===== src/rtl/fsub_pipe_if.sv =====
// Handshake bundle for fsub_pipe: operand pair in, difference out, valid/ready on each side.
interface fsub_pipe_if;
  logic        in_valid;
  logic        in_ready;
  logic [31:0] x1;
  logic [31:0] x2;
  logic        out_valid;
  logic        out_ready;
  logic [31:0] y;
  logic        ovf;

  modport master (
    output in_valid, x1, x2, out_ready,
    input  in_ready, out_valid, y, ovf
  );

  modport slave (
    input  in_valid, x1, x2, out_ready,
    output in_ready, out_valid, y, ovf
  );
endinterface


===== src/rtl/fsub_pipe.sv =====
// Three-stage pipelined IEEE-754 single subtractor y = x1 - x2, RNE, specials resolved in-block.
// Define FSUB_SUBNORMAL_EN for gradual underflow; otherwise subnormals flush to zero.
module fsub_pipe (
  input  logic       clk,
  input  logic       rst,
  fsub_pipe_if.slave bus
);

  logic adv;
  assign adv          = !bus.out_valid | bus.out_ready;
  assign bus.in_ready = adv;

  // ---------------- stage 1: unpack, specials, align ----------------
  logic [7:0]  ea, eb, el, es, ediff;
  logic [23:0] ga, gb, gl, gs;
  logic        sa, sb, sl, ss, a_big;
  logic [4:0]  dsh;
  logic [54:0] sh55;
  logic [26:0] al, as;
  logic        nan_a, nan_b, inf_a, inf_b;
  logic        spec_d;
  logic [31:0] spec_y_d;

  always_comb begin
    sa = bus.x1[31];
    sb = ~bus.x2[31];
`ifdef FSUB_SUBNORMAL_EN
    ea = (bus.x1[30:23] == 8'd0) ? 8'd1 : bus.x1[30:23];
    eb = (bus.x2[30:23] == 8'd0) ? 8'd1 : bus.x2[30:23];
    ga = {|bus.x1[30:23], bus.x1[22:0]};
    gb = {|bus.x2[30:23], bus.x2[22:0]};
`else
    ea = bus.x1[30:23];
    eb = bus.x2[30:23];
    ga = (bus.x1[30:23] == 8'd0) ? 24'd0 : {1'b1, bus.x1[22:0]};
    gb = (bus.x2[30:23] == 8'd0) ? 24'd0 : {1'b1, bus.x2[22:0]};
`endif
    // Ties pick x1 so that (-0) - (+0) keeps the minus sign.
    a_big = {ea, ga} >= {eb, gb};
    el    = a_big ? ea : eb;
    es    = a_big ? eb : ea;
    gl    = a_big ? ga : gb;
    gs    = a_big ? gb : ga;
    sl    = a_big ? sa : sb;
    ss    = a_big ? sb : sa;
    ediff = el - es;
    dsh   = (ediff > 8'd31) ? 5'd31 : ediff[4:0];
    sh55  = {gs, 31'd0} >> dsh;
    al    = {gl, 3'b000};
    as    = {sh55[54:29], |sh55[28:0]};

    nan_a = (&bus.x1[30:23]) & (|bus.x1[22:0]);
    nan_b = (&bus.x2[30:23]) & (|bus.x2[22:0]);
    inf_a = (&bus.x1[30:23]) & ~(|bus.x1[22:0]);
    inf_b = (&bus.x2[30:23]) & ~(|bus.x2[22:0]);
    spec_d   = 1'b1;
    spec_y_d = 32'h7FC0_0000;
    if (nan_a | nan_b | (inf_a & inf_b & (bus.x1[31] == bus.x2[31]))) begin
      spec_y_d = 32'h7FC0_0000;
    end else if (inf_a) begin
      spec_y_d = bus.x1;
    end else if (inf_b) begin
      spec_y_d = {~bus.x2[31], bus.x2[30:0]};
    end else begin
      spec_d = 1'b0;
    end
  end

  logic        s1_valid_q, s1_sign_l_q, s1_sign_s_q, s1_spec_q;
  logic [7:0]  s1_exp_q;
  logic [26:0] s1_sig_l_q, s1_sig_s_q;
  logic [31:0] s1_spec_y_q;

  // ---------------- stage 2: add / subtract ----------------
  logic        eff_sub, s2_sign_d;
  logic [27:0] sum_d;

  always_comb begin
    eff_sub = s1_sign_l_q ^ s1_sign_s_q;
    sum_d   = eff_sub ? ({1'b0, s1_sig_l_q} - {1'b0, s1_sig_s_q})
                      : ({1'b0, s1_sig_l_q} + {1'b0, s1_sig_s_q});
    // Exact cancellation yields +0; like-signed zeros keep their sign.
    s2_sign_d = (eff_sub && sum_d == 28'd0) ? 1'b0 : s1_sign_l_q;
  end

  logic        s2_valid_q, s2_sign_q, s2_spec_q;
  logic [7:0]  s2_exp_q;
  logic [27:0] s2_sum_q;
  logic [31:0] s2_spec_y_q;

  // ---------------- stage 3: normalize, round, pack ----------------
  logic [4:0]  lz;
  logic [7:0]  lim, sh;
  logic [26:0] norm_m;
  logic [9:0]  exp_n, exp_r;
  logic        inc, is_normal;
  logic [24:0] rnd;
  logic [22:0] frac;
  logic [31:0] y_d;
  logic        ovf_d;

  always_comb begin
    lz = 5'd27;
    for (int i = 0; i < 27; i++) begin
      if (s2_sum_q[i]) lz = 5'(26 - i);
    end
    lim = (s2_exp_q == 8'd0) ? 8'd0 : s2_exp_q - 8'd1;
    sh  = ({3'b000, lz} < lim) ? {3'b000, lz} : lim;
    if (s2_sum_q[27]) begin
      norm_m = {s2_sum_q[27:2], s2_sum_q[1] | s2_sum_q[0]};
      exp_n  = {2'b00, s2_exp_q} + 10'd1;
    end else begin
      norm_m = s2_sum_q[26:0] << sh;
      exp_n  = {2'b00, s2_exp_q} - {2'b00, sh};
    end
    inc = norm_m[2] & (norm_m[1] | norm_m[0] | norm_m[3]);
    rnd = {1'b0, norm_m[26:3]} + {24'd0, inc};
    if (rnd[24]) begin
      frac  = rnd[23:1];
      exp_r = exp_n + 10'd1;
    end else begin
      frac  = rnd[22:0];
      exp_r = exp_n;
    end
    is_normal = rnd[24] | rnd[23];

    ovf_d = 1'b0;
    if (s2_spec_q) begin
      y_d = s2_spec_y_q;
    end else if (s2_sum_q == 28'd0) begin
      y_d = {s2_sign_q, 31'd0};
    end else if (exp_r >= 10'd255) begin
      y_d   = {s2_sign_q, 8'hFF, 23'd0};
      ovf_d = 1'b1;
`ifdef FSUB_SUBNORMAL_EN
    end else begin
      y_d = {s2_sign_q, is_normal ? exp_r[7:0] : 8'd0, frac};
    end
`else
    end else if (!norm_m[26] || !is_normal) begin
      y_d = {s2_sign_q, 31'd0};
    end else begin
      y_d = {s2_sign_q, exp_r[7:0], frac};
    end
`endif
  end

  logic        s3_valid_q, ovf_q;
  logic [31:0] y_q;

  assign bus.out_valid = s3_valid_q;
  assign bus.y         = y_q;
  assign bus.ovf       = ovf_q;

  always_ff @(posedge clk) begin
    if (rst) begin
      s1_valid_q <= 1'b0;
      s2_valid_q <= 1'b0;
      s3_valid_q <= 1'b0;
      y_q        <= 32'd0;
      ovf_q      <= 1'b0;
    end else if (adv) begin
      s1_valid_q  <= bus.in_valid;
      s1_sign_l_q <= sl;
      s1_sign_s_q <= ss;
      s1_exp_q    <= el;
      s1_sig_l_q  <= al;
      s1_sig_s_q  <= as;
      s1_spec_q   <= spec_d;
      s1_spec_y_q <= spec_y_d;

      s2_valid_q  <= s1_valid_q;
      s2_sign_q   <= s2_sign_d;
      s2_exp_q    <= s1_exp_q;
      s2_sum_q    <= sum_d;
      s2_spec_q   <= s1_spec_q;
      s2_spec_y_q <= s1_spec_y_q;

      s3_valid_q  <= s2_valid_q;
      // Output holds its last value across bubbles.
      if (s2_valid_q) begin
        y_q   <= y_d;
        ovf_q <= ovf_d;
      end
    end
  end

endmodule

===== src/flat_wrapper.sv =====
// flat-port wrapper written by rule: the top's interface ports become plain ports
module fsub_pipe_flat 
  (clk, rst, bus_in_valid, bus_x1, bus_x2, bus_out_ready, bus_in_ready, bus_out_valid, bus_y, bus_ovf);
  fsub_pipe_if bus_i ();
  input  logic clk;
  input  logic rst;
  input wire logic [$bits(bus_i.in_valid)-1:0] bus_in_valid;
  input wire logic [$bits(bus_i.x1)-1:0] bus_x1;
  input wire logic [$bits(bus_i.x2)-1:0] bus_x2;
  input wire logic [$bits(bus_i.out_ready)-1:0] bus_out_ready;
  output wire logic [$bits(bus_i.in_ready)-1:0] bus_in_ready;
  output wire logic [$bits(bus_i.out_valid)-1:0] bus_out_valid;
  output wire logic [$bits(bus_i.y)-1:0] bus_y;
  output wire logic [$bits(bus_i.ovf)-1:0] bus_ovf;
  assign bus_i.in_valid = bus_in_valid;
  assign bus_i.x1 = bus_x1;
  assign bus_i.x2 = bus_x2;
  assign bus_i.out_ready = bus_out_ready;
  assign bus_in_ready = bus_i.in_ready;
  assign bus_out_valid = bus_i.out_valid;
  assign bus_y = bus_i.y;
  assign bus_ovf = bus_i.ovf;
  fsub_pipe u_core (.clk(clk), .rst(rst), .bus(bus_i));
endmodule

===== config.mk =====
export PLATFORM = sky130hd
export DESIGN_NAME = fsub_pipe_flat
export DESIGN_NICKNAME = d
export VERILOG_FILES = /design/src/rtl/fsub_pipe_if.sv /design/src/rtl/fsub_pipe.sv /design/src/flat_wrapper.sv
export SDC_FILE = /design/constraint.sdc
export NUM_CORES = 1
export LEC_CHECK = 0
export CORE_UTILIZATION = 34
export DETAILED_ROUTE_END_ITERATION = 7
export PLACE_DENSITY = 0.56
export RECOVER_POWER = 50
export SLEW_MARGIN = 20
export SYNTH_ARGS = -nofsm -noshare
export SYNTH_HDL_FRONTEND = slang
export SYNTH_SLANG_ARGS = --single-unit

===== constraint.sdc =====
create_clock -name clk -period 9.7 [get_ports clk]
set_input_delay 1.455 -clock clk [delete_from_list [all_inputs] [get_ports clk]]
set_output_delay 1.455 -clock clk [all_outputs]
set_load 0.02 [all_outputs]

==> summary.txt <==
Setup path
  – Crit path max fanout: 21
  – CP endpoint kind: register
  – Most frequent CP cell: a21o_1
  – Slowest-stage cell, CP: a21o_1
  – CP arrival: 8.87 ns
  – Worst setup SP type: register
  – WP data required: 10.09 ns
  – Crit Path Class: register to register
  – Worst-path cell chain: inv_1 -> ha_1 -> nor4b_1 -> nor4b_1 -> nand2b_1 -> ha_1 -> a21o_1 -> a211o_1 -> a31oi_1 -> or4_1 -> a21o_1 -> a21o_1 -> nor2_1 -> a22oi_1 -> nand3_1 -> a2111oi_0 -> o2111a_1 -> buf_4 -> and4_1 -> nand3_1 -> xnor2_1 -> a31o_2 -> or4_4 -> o32ai_2
  – CP peak stage delay: 0.67 ns

Clock tree
  – Setup bufs post-CTS: 0
  – CTS Root Cell: clkbuf_16
  – Cts hold-fix bufs: 0
  – Worst skew pair latency: 0.48 ns
  – CTS max path bufs: 2
  – CTS H-Tree Depth: 4
  – Clock-pin slew on the worst setup and hold paths: 0.08 ns
  – Num CTS Buffers: 17
  – Post-CTS sizing: 0
  – CTS tree: built
  – Clock sinks: 200

Status
  – Status: finished with violations
  – Failing checks: capacitance limit, slew limit

GRT
  – Total global-route track usage: 0.215
  – First-pass GRT wire length: 85900 um
  – Largest net degree at the start of global routing: 80
  – Initial antenna violation count: 2
  – Number of global-route vias before repair: 15100
  – Grt total ovfl: 0

Placed design
  – Routability congestion estimate from global placement: 0.965
  – PortBufs: 102
  – Placed inst area: 18900 um2
  – DP Wirelength: 42700 um
  – Post-Place Setup Slack: 1.02 ns

Yosys
  – Yosys cell types: 90
  – Ys async rst share: 0
  – Most frequent cell after synthesis: nand2_1
  – Area contributors post-synth: edfxtp_1 (29%), ha_1 (7.2%), nand2_1 (4.8%), dfxtp_1 (4.2%), nor2_1 (4.2%)
  – Synth Register Bits: 200
  – Syn Area/Cell: 8.50 um2
  – Top_reg_cell synth: edfxtp_1
  – Post-synth EDFFs: 164
  – Synth top area share: 0.288
  – Biggest area consumer among synthesized cells: edfxtp_1
  – Synth top cells by count: nand2_1 (221), nor2_1 (192), edfxtp_1 (164)
  – Register area share after synthesis: 0.330
  – Syn Inst Count: 2015
  – Syn. warnings: 0
  – Mapped Area: 17100 um2

Cells and area
  – Filler instances: 5040
  – Share of layout cells above drive strength 1: 0.0648
  – Multi-input logic area: 10700 um2
  – Nets: 2253
  – FF/Latch Area: 5650 um2
  – P&R area growth vs syn: 13.7%
  – Post-route cell area: 19500 um2
  – Antenna Cells: 0

Timing
  – Final setup violation count: 0
  – Final hold viol count: 0
  – Setup TNS: 0 ns
  – Worst-margin pin slew: 4.17 ns
  – Unrepaired setup endpoints after global routing: false
  – Post-Route Skew: 0.0205 ns
  – Part of the cycle the worst path needs: 0.874
  – Final Critical Period: 8.48 ns
  – Relative slew slack: -1.78
  – Fin. max-slew vios: 233
  – Final WS setup: 1.22 ns
  – Max Clk Rate: 118 MHz

Die
  – Starting density of the core: 0.347
  – Die extent in x: 226 um
  – Die Area: 51300 um2
  – Std-Cell Rows: 81
  – Core area: 49400 um2
  – Die Ht: 226 um
  – Io pins: 103

Routing
  – WL final: 54800 um
  – # DRC: 0
  – Vias: 16100
  – Number of DRC markers in iteration 0: 1412
  – DR WL/cell: 19.9 um
  – Post-route ant nets: 0
  – Routed vias/inst: 5.82
  – Total iterations of the first detailed-routing run: 6

Hold path
  – Hold WC Path Type: register to register

Run
  – Max-cap violations: 4

Power and ir drop
  – Power per cell area: 184 nW/um2
  – Lkg Pwr: 0.00756 uW
  – Worst vdd ir: 168 uV
worst max-delay path: cells and delay by family (launching register included):
kind,cells,cell delay [ns]
AO/OA/AOI/OAI,10,3.78
XOR/XNOR,1,0.17
adder cells (fa/ha/maj),2,0.46
buffers and inverters,2,0.32
flip-flops,1,0.50
AND/OR/NAND/NOR,9,3.13
layout make-up:
cell class | count | area share
repair buffers | 145 | 0.0678
multi-input cells | 1629 | 0.551
flip-flops and latches | 200 | 0.290
clock inverters | 14 | 0.00906
well taps | 664 | 0.0427
clock buffers | 18 | 0.0220
inverters | 93 | 0.0179
where the power goes:
part / switching [uW] / internal, uW
logic: 1080 / 628
clock network: 350 / 371
registers: 112 / 1040
state kept, by name, summed over array words and instances (netlist names):
| name | count |
|---|---|
| u_core.s1_exp_q | 8 |
| u_core.s2_spec_q | 1 |
| u_core.s1_sign_s_q | 1 |
| u_core.s2_sum_q | 28 |
| u_core.s1_spec_y_q | 32 |
| u_core.s2_valid_q | 1 |
| u_core.s1_spec_q | 1 |
| u_core.s2_exp_q | 8 |
| u_core.s1_valid_q | 1 |
| u_core.bus.y | 32 |
| u_core.s2_sign_q | 1 |
| u_core.s1_sig_l_q | 24 |
| u_core.bus.out_valid | 1 |
| u_core.s1_sig_s_q | 27 |
| u_core.s1_sign_l_q | 1 |
| u_core.bus.ovf | 1 |
| u_core.s2_spec_y_q | 32 |
placed cells by master, fill, tap and decap left out, drive strengths merged, types with 20 or more instances in the layout:
cell and n:
xnor2 44, xor2 24, o21ai 116, nor3 49
and3 36, edfxtp 164, o22ai 45, mux2i 69
a211oi 44, a21oi 130, clkdlybuf4s50 65, a22oi 24
inv 102, a221oi 20, nand2 221, nor2 193
clkbuf 23, ha 98, dfxtp 36, nand3 55
a21o 20, nor4 28, buf 39, and2 41
dlygate4sd3 36, nand4 20, conb 33, nand2b 20
path summary, 6_finish.rpt:
path         slack (ns)                endpoint  depth (start not counted)                    from
max reg2reg        1.22         u_core.bus.y[9]                         24      u_core.s2_exp_q[0]
min reg2reg        0.42  u_core.s2_spec_y_q[13]                          0  u_core.s1_spec_y_q[13]
min                0.42  u_core.s2_spec_y_q[13]                          0  u_core.s1_spec_y_q[13]
max                1.22         u_core.bus.y[9]                         24      u_core.s2_exp_q[0]
routing by layer:
metal	up-vias	wire (um)	GRT usage
met5	-	0	0
met4	0	1250	0.0650
met3	84	3910	0.0380
met2	631	24500	0.339
met1	7664	25200	0.298
li1	7711	-	-
cells by family (layout without fill, tap and decap cells):
kind of cell / count (synthesis) / count (layout) / synth area share
flip-flops: 200 / 200 / 0.330
AND/OR/NAND/NOR: 731 / 731 / 0.205
multiplexers: 86 / 86 / 0.0568
other: 2 / 33 / 0.000439
XOR/XNOR: 68 / 68 / 0.0348
buffers and inverters: 217 / 270 / 0.0521
AO/OA/AOI/OAI: 611 / 611 / 0.248
adder cells (fa/ha/maj): 100 / 100 / 0.0734
stage by stage:
| step | utilization | total power (uW) | hold WS [ns] | cells |
|---|---|---|---|---|
| 2_1_floorplan | - | 2340 | 0.400 | 2046 |
| 3_3_place_gp | 0.383 | 2840 | 0.401 | 2731 |
| 3_5_place_dp | 0.383 | 2840 | 0.405 | 2731 |
| 4_1_cts | 0.395 | 3580 | 0.423 | 2763 |
| 5_1_grt | 0.395 | 3800 | 0.426 | 2763 |
| 6_report | 0.395 | 3580 | 0.421 | 2763 |
Power figures use the tool's default switching activity.
